==> config.mk <==
export PLATFORM = sky130hd
export DESIGN_NAME = slice_mux_seq
export DESIGN_NICKNAME = d
export VERILOG_FILES = /design/src/rtl/slice_mux_seq.sv
export SDC_FILE = /design/constraint.sdc
export NUM_CORES = 1
export LEC_CHECK = 0
export ABC_AREA = 1
export CAP_MARGIN = 40
export CORE_ASPECT_RATIO = 1.75
export CORE_MARGIN = 5
export CORE_UTILIZATION = 56
export CTS_BUF_LIST = sky130_fd_sc_hd__clkbuf_8
export DETAILED_ROUTE_END_ITERATION = 6
export GPL_TIMING_DRIVEN = 1
export PLACE_DENSITY = 0.85
export SLEW_MARGIN = 30
export SYNTH_ARGS = -nofsm -noshare
export SYNTH_HDL_FRONTEND = slang
export SYNTH_SLANG_ARGS = --single-unit
==> constraint.sdc <==
create_clock -name clk -period 3.25 [get_ports clk]
set_input_delay 0.325 -clock clk [delete_from_list [all_inputs] [get_ports clk]]
set_output_delay 0.325 -clock clk [all_outputs]
set_load 0.01 [all_outputs]
==> src/rtl/slice_mux_seq.sv <==
// slice_mux_seq: registered N-channel operand-slice selector.
//
// state | meaning
// IDLE  | manual selection (mode=0) or waiting for a sweep start (mode=1)
// RUN   | sweep in progress, emitting shadow slices 1..NUM_CH-1
//
// Ports:
//   clk, reset   : rising-edge clock, synchronous active-high reset
//   mux_in       : NUM_CH packed slices of WIDTH bits, slice k at [k*WIDTH +: WIDTH]
//   mux_sel      : manual-mode slice index
//   mode         : 0 = manual, 1 = sweep (looked at only in IDLE)
//   start        : begins a sweep in IDLE when mode=1
//   hold         : stalls the sweep for one cycle while in RUN
//   mux_out      : registered slice
//   mux_out_sel  : index of the slice on mux_out
//   mux_valid    : mux_out carries a fresh slice this cycle
//   busy         : high while in RUN
//   done         : pulse alongside the last slice of a sweep
module slice_mux_seq #(
  parameter  int WIDTH  = 4,
  parameter  int NUM_CH = 4,
  localparam int SEL_W  = (NUM_CH > 1) ? $clog2(NUM_CH) : 1
) (
  input  logic                    clk,
  input  logic                    reset,
  input  logic [NUM_CH*WIDTH-1:0] mux_in,
  input  logic [SEL_W-1:0]        mux_sel,
  input  logic                    mode,
  input  logic                    start,
  input  logic                    hold,
  output logic [WIDTH-1:0]        mux_out,
  output logic [SEL_W-1:0]        mux_out_sel,
  output logic                    mux_valid,
  output logic                    busy,
  output logic                    done
);

  typedef enum logic {IDLE = 1'b0, RUN = 1'b1} state_t;

  localparam logic [SEL_W-1:0] LAST_IDX = SEL_W'(NUM_CH - 1);

  state_t                  state_q, state_d;
  logic [NUM_CH*WIDTH-1:0] shadow_q, shadow_d;
  logic [SEL_W-1:0]        idx_q, idx_d;
  logic [WIDTH-1:0]        out_q, out_d;
  logic [SEL_W-1:0]        out_sel_q, out_sel_d;
  logic                    valid_q, valid_d;
  logic                    done_q, done_d;
  logic                    sel_ok;

  function automatic logic [WIDTH-1:0] pick(input logic [NUM_CH*WIDTH-1:0] bus,
                                            input logic [SEL_W-1:0] sel);
    pick = '0;
    for (int k = 0; k < NUM_CH; k++) begin
      if (sel == SEL_W'(k)) pick = bus[k*WIDTH +: WIDTH];
    end
  endfunction

  // Only meaningful when NUM_CH is not a power of two.
  assign sel_ok = (int'(mux_sel) < NUM_CH);

  always_comb begin
    state_d   = state_q;
    shadow_d  = shadow_q;
    idx_d     = idx_q;
    out_d     = out_q;
    out_sel_d = out_sel_q;
    valid_d   = 1'b0;
    done_d    = 1'b0;
    case (state_q)
      IDLE: begin
        if (!mode) begin
          out_sel_d = mux_sel;
          if (sel_ok) begin
            out_d   = pick(mux_in, mux_sel);
            valid_d = 1'b1;
          end else begin
            out_d = '0;
          end
        end else if (start) begin
          // Slice 0 goes out straight from mux_in; the shadow feeds the rest.
          shadow_d  = mux_in;
          out_d     = mux_in[WIDTH-1:0];
          out_sel_d = '0;
          valid_d   = 1'b1;
          if (NUM_CH == 1) begin
            done_d = 1'b1;
          end else begin
            idx_d   = SEL_W'(1);
            state_d = RUN;
          end
        end
      end
      RUN: begin
        if (!hold) begin
          out_d     = pick(shadow_q, idx_q);
          out_sel_d = idx_q;
          valid_d   = 1'b1;
          if (idx_q == LAST_IDX) begin
            done_d  = 1'b1;
            state_d = IDLE;
          end else begin
            idx_d = idx_q + SEL_W'(1);
          end
        end
      end
      default: state_d = IDLE;
    endcase
  end

  always_ff @(posedge clk) begin
    if (reset) begin
      state_q   <= IDLE;
      shadow_q  <= '0;
      idx_q     <= '0;
      out_q     <= '0;
      out_sel_q <= '0;
      valid_q   <= 1'b0;
      done_q    <= 1'b0;
    end else begin
      state_q   <= state_d;
      shadow_q  <= shadow_d;
      idx_q     <= idx_d;
      out_q     <= out_d;
      out_sel_q <= out_sel_d;
      valid_q   <= valid_d;
      done_q    <= done_d;
    end
  end

  assign mux_out     = out_q;
  assign mux_out_sel = out_sel_q;
  assign mux_valid   = valid_q;
  assign busy        = (state_q == RUN);
  assign done        = done_q;

endmodule

==> results of run 1 <==
## Yosys cell counts, types with 2 or more instances
cell type / instances / share of area, %
inv_1: 20 / 5.2
nand2_1: 37 / 9.6
o21ai_0: 27 / 9.4
inv_2: 2 / 0.52
buf_2: 2 / 0.70
nand3_1: 14 / 4.9
dfxtp_1: 27 / 38
nand2_2: 2 / 0.87
o21ai_1: 5 / 1.7
clkbuf_1: 2 / 0.52
a21oi_1: 15 / 5.2
ha_1: 4 / 3.5
buf_6: 2 / 1.6
nor2_1: 43 / 11
## final timing paths
path | startpoint | to | slack [ns]
setup / recovery | busy$_SDFF_PP0_ | busy | 1.37
hold reg to reg | shadow_q[7]$_SDFFE_PP0P_ | shadow_q[7]$_SDFFE_PP0P_ | 0.46
hold / removal | shadow_q[7]$_SDFFE_PP0P_ | shadow_q[7]$_SDFFE_PP0P_ | 0.46
setup reg to reg | idx_q[1]$_SDFFE_PP0P_ | mux_out[2]$_SDFFE_PP0P_ | 1.78
## where the power goes
group / leakage [µW] / total, µW / switching, µW / internal (µW)
logic: 0.000554 / 169 / 91.0 / 78.3
clock network: 0.0000255 / 192 / 106 / 86.0
registers: 0.000223 / 371 / 15.2 / 356
total: 0.000802 / 733 / 212 / 521
## routing by layer
layer  track usage [%]  vias to the layer above  share of wire [%]
met5                 0                        -                  0
met4              6.09                        0                1.1
met3              2.91                        4                4.7
met2              33.6                       38                 53
met1              23.7                      608                 41
li1                  -                      746                  -
## kinds of logic (layout without fill, tap and decap cells)
logic type,Yosys count,in the layout
compound gates,52,52
buf+inv,31,59
fa+ha+maj,4,4
flops,27,27
simple gates,100,100
## stage by stage
stage | std cells | setup WS [ns] | total power [µW]
after CTS | 268 | 1.37 | 734
after floorplan | 214 | 2.03 | 478
after detailed placement | 264 | 1.47 | 547
final | 268 | 1.37 | 733
after global placement | 264 | 1.51 | 544
after global routing | 268 | 1.31 | 775
## cell type report
class / count / area [µm²]
clock buffer: 3 / 41.3
inverter: 24 / 97.6
clock inverter: 1 / 5.00
multi-input combinational: 156 / 754
timing repair buffer: 31 / 310
fill: 217 / 711
sequential: 27 / 541
tap: 26 / 32.5
## registers in the layout (all words and copies together) (netlist names)
name,flops
mux_valid,1
done,1
mux_out,4
shadow_q,16
busy,1
mux_out_sel,2
idx_q,2
## tightest hold or removal path, delay by kind of cell, from the launching register on
family | cells | cell delay [ns]
flip-flops | 1 | 0.31
buffers and inverters | 1 | 0.06
AO/OA/AOI/OAI | 1 | 0.05
==> results.json, run 1 <==
{
  "ios": 32,
  "wl_um": 3450,
  "path_cells": "clkdlybuf4s50_1",
  "drt-initial-drc-count": 70,
  "crit_buf_inv": 1,
  "layout_common_cells": "nor2_1 (43), nand2_1 (37), clkdlybuf4s50_1 (31)",
  "clk_transition_reported_paths_ns": 0.10,
  "grt_usage_pct": 19.3,
  "grt_antenna_before_repair": 0,
  "final_nets": 270,
  "path_max_fanout": 9,
  "yosysSeqAreaShare_pct": 37.5,
  "synth_seq_cells": 27,
  "crit_path_max_incr_delay_ns": 0.64,
  "ctsHoldBuffers": 0,
  "synth_top_family_by_area": "simple AND/OR/NAND/NOR gates",
  "dpl_cell_area_um2": 1740,
  "ys_types": 26,
  "r2r_cells": 10,
  "crit_cells": 1,
  "syn-num-nets": 241,
  "htreeDepth": 1,
  "cts_tree": "built",
  "cellLeakagePower_uw": 0.000802,
  "grt-ovfl-total": 0,
  "worstMarginPinSlew_ns": 0.570,
  "synth_compound_area_share_pct": 19.6,
  "grt_pass1_vias": 1360,
  "die_w_um": 48.3,
  "setup_violations": 0,
  "final_core_util_pct": 71.5,
  "die_area_um2": 3730,
  "cts.sinks": 27,
  "fin_area_um2": 1780,
  "via_per_inst": 5.21,
  "avgRoutedWirePerCell_um": 12.9,
  "hold_violations": 0,
  "cap_violations": 0,
  "drive_gt1_share_pct": 5.79,
  "ir_worst_vdd_v": 0.000418,
  "holdWs_ns": 0.461,
  "synth-edff-count": 0,
  "final_common_cell": "nor2_1",
  "cp.arrival_ns": 1.55,
  "die_h_um": 77.1,
  "cp_slowest_cell": "clkdlybuf4s50_1",
  "hold_depth": 2,
  "root_buffer": "clkbuf_8",
  "p_per_area_nw_per_um2": 411,
  "tns_ns": 0,
  "dp_hpwl_um": 2610,
  "start_util_pct": 57.8,
  "synth_adder_area_share_pct": 3.48,
  "max-clock-path-buffers": 2,
  "place_congestion": 0.846,
  "drc": 0,
  "synth_area_per_cell_um2": 6.73,
  "path_delay_family": "buffers and inverters",
  "syn_to_final_growth_pct": 23.7,
  "ant_nets": 0,
  "synthMuxAreaShare_pct": 0,
  "grt_pass1_wl_um": 5980,
  "synthArstFlopShare_pct": 0,
  "clock_latency_ns": 0.28,
  "ys.flop_type": "dfxtp_1",
  "vias": 1396,
  "ys_warn_count": 0,
  "start_kind": "register",
  "rsz0062_at_grt": "false",
  "netlist_area_um2": 1440,
  "io_buffer_count": 31,
  "endpoint_kind": "output port",
  "cts_resized": 0,
  "hp-class": "register to register",
  "grt_max_degree": 23,
  "period_needed_ns": 1.88,
  "finalClockSkew_ns": 0.00812,
  "dr.pass1.iters": 4,
  "required_ns": 2.92,
  "antenna_cells": 0,
  "synthSimpleGateAreaFrac_pct": 29.3,
  "post_cts_buffers": 0,
  "fmax_ghz": 0.533,
  "finalCritPeriodShare_pct": 57.7,
  "syn_inst": 214,
  "core_um2": 2490,
  "path_class": "register to output port",
  "cts_inserted_buffers": 3,
  "outcome": "finished clean",
  "finalMaxSlewViolations": 0,
  "synthXorXnorAreaFrac_pct": 0,
  "slew_headroom_pct": 61.9,
  "rows": 24
}
No activity file was read; power rests on OpenSTA's default activity.
==> inputs of run 2 (changes only) <==
--- a/config.mk
+++ b/config.mk
@@ -9,11 +9,11 @@
 export CAP_MARGIN = 40
 export CORE_ASPECT_RATIO = 1.75
 export CORE_MARGIN = 5
-export CORE_UTILIZATION = 56
+export CORE_UTILIZATION = 47
 export CTS_BUF_LIST = sky130_fd_sc_hd__clkbuf_8
 export DETAILED_ROUTE_END_ITERATION = 6
 export GPL_TIMING_DRIVEN = 1
-export PLACE_DENSITY = 0.85
+export PLACE_DENSITY = 0.76
 export SLEW_MARGIN = 30
 export SYNTH_ARGS = -nofsm -noshare
 export SYNTH_HDL_FRONTEND = slang
==> constraint.sdc (replaced) <==
create_clock -name clk -period 1.7 [get_ports clk]
set_input_delay 0.17 -clock clk [delete_from_list [all_inputs] [get_ports clk]]
set_output_delay 0.17 -clock clk [all_outputs]
set_load 0.01 [all_outputs]
==> results.json, run 2 (synthesis results as in run 1) <==
{
  "outcome": "finished clean",
  "cts_inserted_buffers": 3,
  "sequentialPowerShare_pct": 50.2,
  "finalClockSkew_ns": 0.00382,
  "root_buffer": "clkbuf_8",
  "htreeDepth": 1,
  "avgRoutedWirePerCell_um": 13.2,
  "grt_usage_pct": 19.1,
  "p_comb_share_pct": 23.9,
  "max-clock-path-buffers": 2,
  "drc": 0,
  "rsz0062_at_grt": "false",
  "path_class": "register to output port",
  "fmax_ghz": 0.677,
  "cts_resized": 0,
  "ios": 32,
  "start_kind": "register",
  "antenna_cells": 0,
  "drt-initial-drc-count": 55,
  "cts.sinks": 27,
  "period_needed_ns": 1.48,
  "path_delay_family": "buffers and inverters",
  "dr.pass1.iters": 4,
  "path_cells": "clkdlybuf4s50_1",
  "syn_to_final_growth_pct": 26.9,
  "die_h_um": 83.2,
  "clk_transition_reported_paths_ns": 0.09,
  "drive_gt1_share_pct": 7.66,
  "die_area_um2": 4310,
  "cp.arrival_ns": 1.31,
  "clock_power_share_pct": 25.9,
  "multi_input_area_um2": 754,
  "dp_hpwl_um": 2810,
  "grt_pass1_vias": 1431,
  "fillers": 286,
  "regArea_um2": 541,
  "core_um2": 2930,
  "layout_common_cells": "nor2_1 (43), nand2_1 (37), clkdlybuf4s50_1 (31)",
  "grt_max_degree": 23,
  "power.total_uw": 1410,
  "cts_tree": "built",
  "setup_violations": 0,
  "required_ns": 1.53,
  "cp_slowest_cell": "clkdlybuf4s50_1",
  "path_max_fanout": 5,
  "tns_ns": 0,
  "final_nets": 276,
  "ir_worst_vdd_v": 0.000511,
  "p_per_area_nw_per_um2": 772,
  "endpoint_kind": "output port",
  "swShare_pct": 29.0,
  "ant_nets": 0,
  "start_util_pct": 49.2,
  "finalCritPeriodShare_pct": 86.8,
  "worstMarginPinSlew_ns": 0.284,
  "die_w_um": 51.8,
  "crit_buf_inv": 1,
  "post_cts_buffers": 0,
  "clock_latency_ns": 0.27,
  "r2r_slack_ns": 0.26,
  "wl_um": 3630,
  "power.internal_uw": 1000,
  "grt-ovfl-total": 0,
  "final_core_util_pct": 62.4,
  "slew_headroom_pct": 81.0,
  "io_buffer_count": 31,
  "largest_reg_flops": 16,
  "power.switching_uw": 409,
  "vias": 1455,
  "ctsHoldBuffers": 0,
  "regMostFlops": "shadow_q",
  "via_per_inst": 5.27,
  "hp-class": "input pin to register",
  "cap_violations": 0,
  "crit_path_max_incr_delay_ns": 0.58,
  "grt_antenna_before_repair": 0,
  "rows": 26,
  "grt_pass1_wl_um": 6420,
  "hold_violations": 0,
  "place_congestion": 0.912,
  "cellLeakagePower_uw": 0.000834,
  "finalMaxSlewViolations": 0,
  "final_common_cell": "nor2_1"
}
-- run 2: cell types whose count changed in the layout (fill, tap and decap cells not counted) --
cell	previous run	this run
clkinv_2	1	0
inv_1	20	21
buf_4	0	6
-- run 2: layer usage --
layer / vias up / part of all wire [%] / GRT usage [%]
met2: 42 / 50 / 32.1
met1: 648 / 42 / 23.6
li1: 757 / - / -
met4: 0 / 2.2 / 7.16
met3: 8 / 5.5 / 2.69
met5: - / 0 / 0
-- run 2: path summary, 6_finish.rpt --
check	start	cells after the start	end
max	busy$_SDFF_PP0_	1	busy
min	mux_in[12]	3	shadow_q[12]$_SDFFE_PP0P_
max reg2reg	idx_q[1]$_SDFFE_PP0P_	10	mux_out[0]$_SDFFE_PP0P_
min reg2reg	shadow_q[4]$_SDFFE_PP0P_	2	shadow_q[4]$_SDFFE_PP0P_
-- run 2: final cells by class --
| cell class | count | area share (%) |
|---|---|---|
| clock buffer | 3 | 2.26 |
| clock inverter | 1 | 0.205 |
| inverter | 24 | 5.34 |
| multi-input combinational | 156 | 41.3 |
| sequential | 27 | 29.6 |
| tap | 28 | 1.92 |
| timing repair buffer | 37 | 19.4 |
-- run 2: through the flow --
stage               hold slack (ns)  setup WS [ns]  std cells  cell area [µm²]
finish                        0.455          0.224        276             1830
global route                  0.475          0.103        276             1830
CTS                           0.451          0.209        276             1830
detailed placement            0.441          0.177        272             1780
global placement              0.438          0.162        272             1780
floorplan                     0.232          0.483        214             1440
-- run 2: power groups by stage --
stage	registers (µW)	logic [µW]	clock network, µW
CTS	708	339	370
finish	708	337	365
global placement	721	335	0
detailed placement	722	337	0
floorplan	725	190	0
global route	714	385	402
-- run 2: worst register-to-register path, cell delays in order, from the launching register on --
cell and delay [ns]:
dfxtp_1 0.43, inv_1 0.08, ha_1 0.25, inv_1 0.14
nand2_1 0.06, nand3_1 0.06, nand2_1 0.06, nand2_1 0.05
nand2_1 0.04, nor2_1 0.11, nor2_1 0.05
==> inputs of run 3 (changes only) <==
--- a/config.mk
+++ b/config.mk
@@ -18,3 +18,4 @@
 export SYNTH_ARGS = -nofsm -noshare
 export SYNTH_HDL_FRONTEND = slang
 export SYNTH_SLANG_ARGS = --single-unit
+export TNS_END_PERCENT = 30
==> results of run 3 <==
The final DEF is identical to that of run 2; final timing and power are the same.
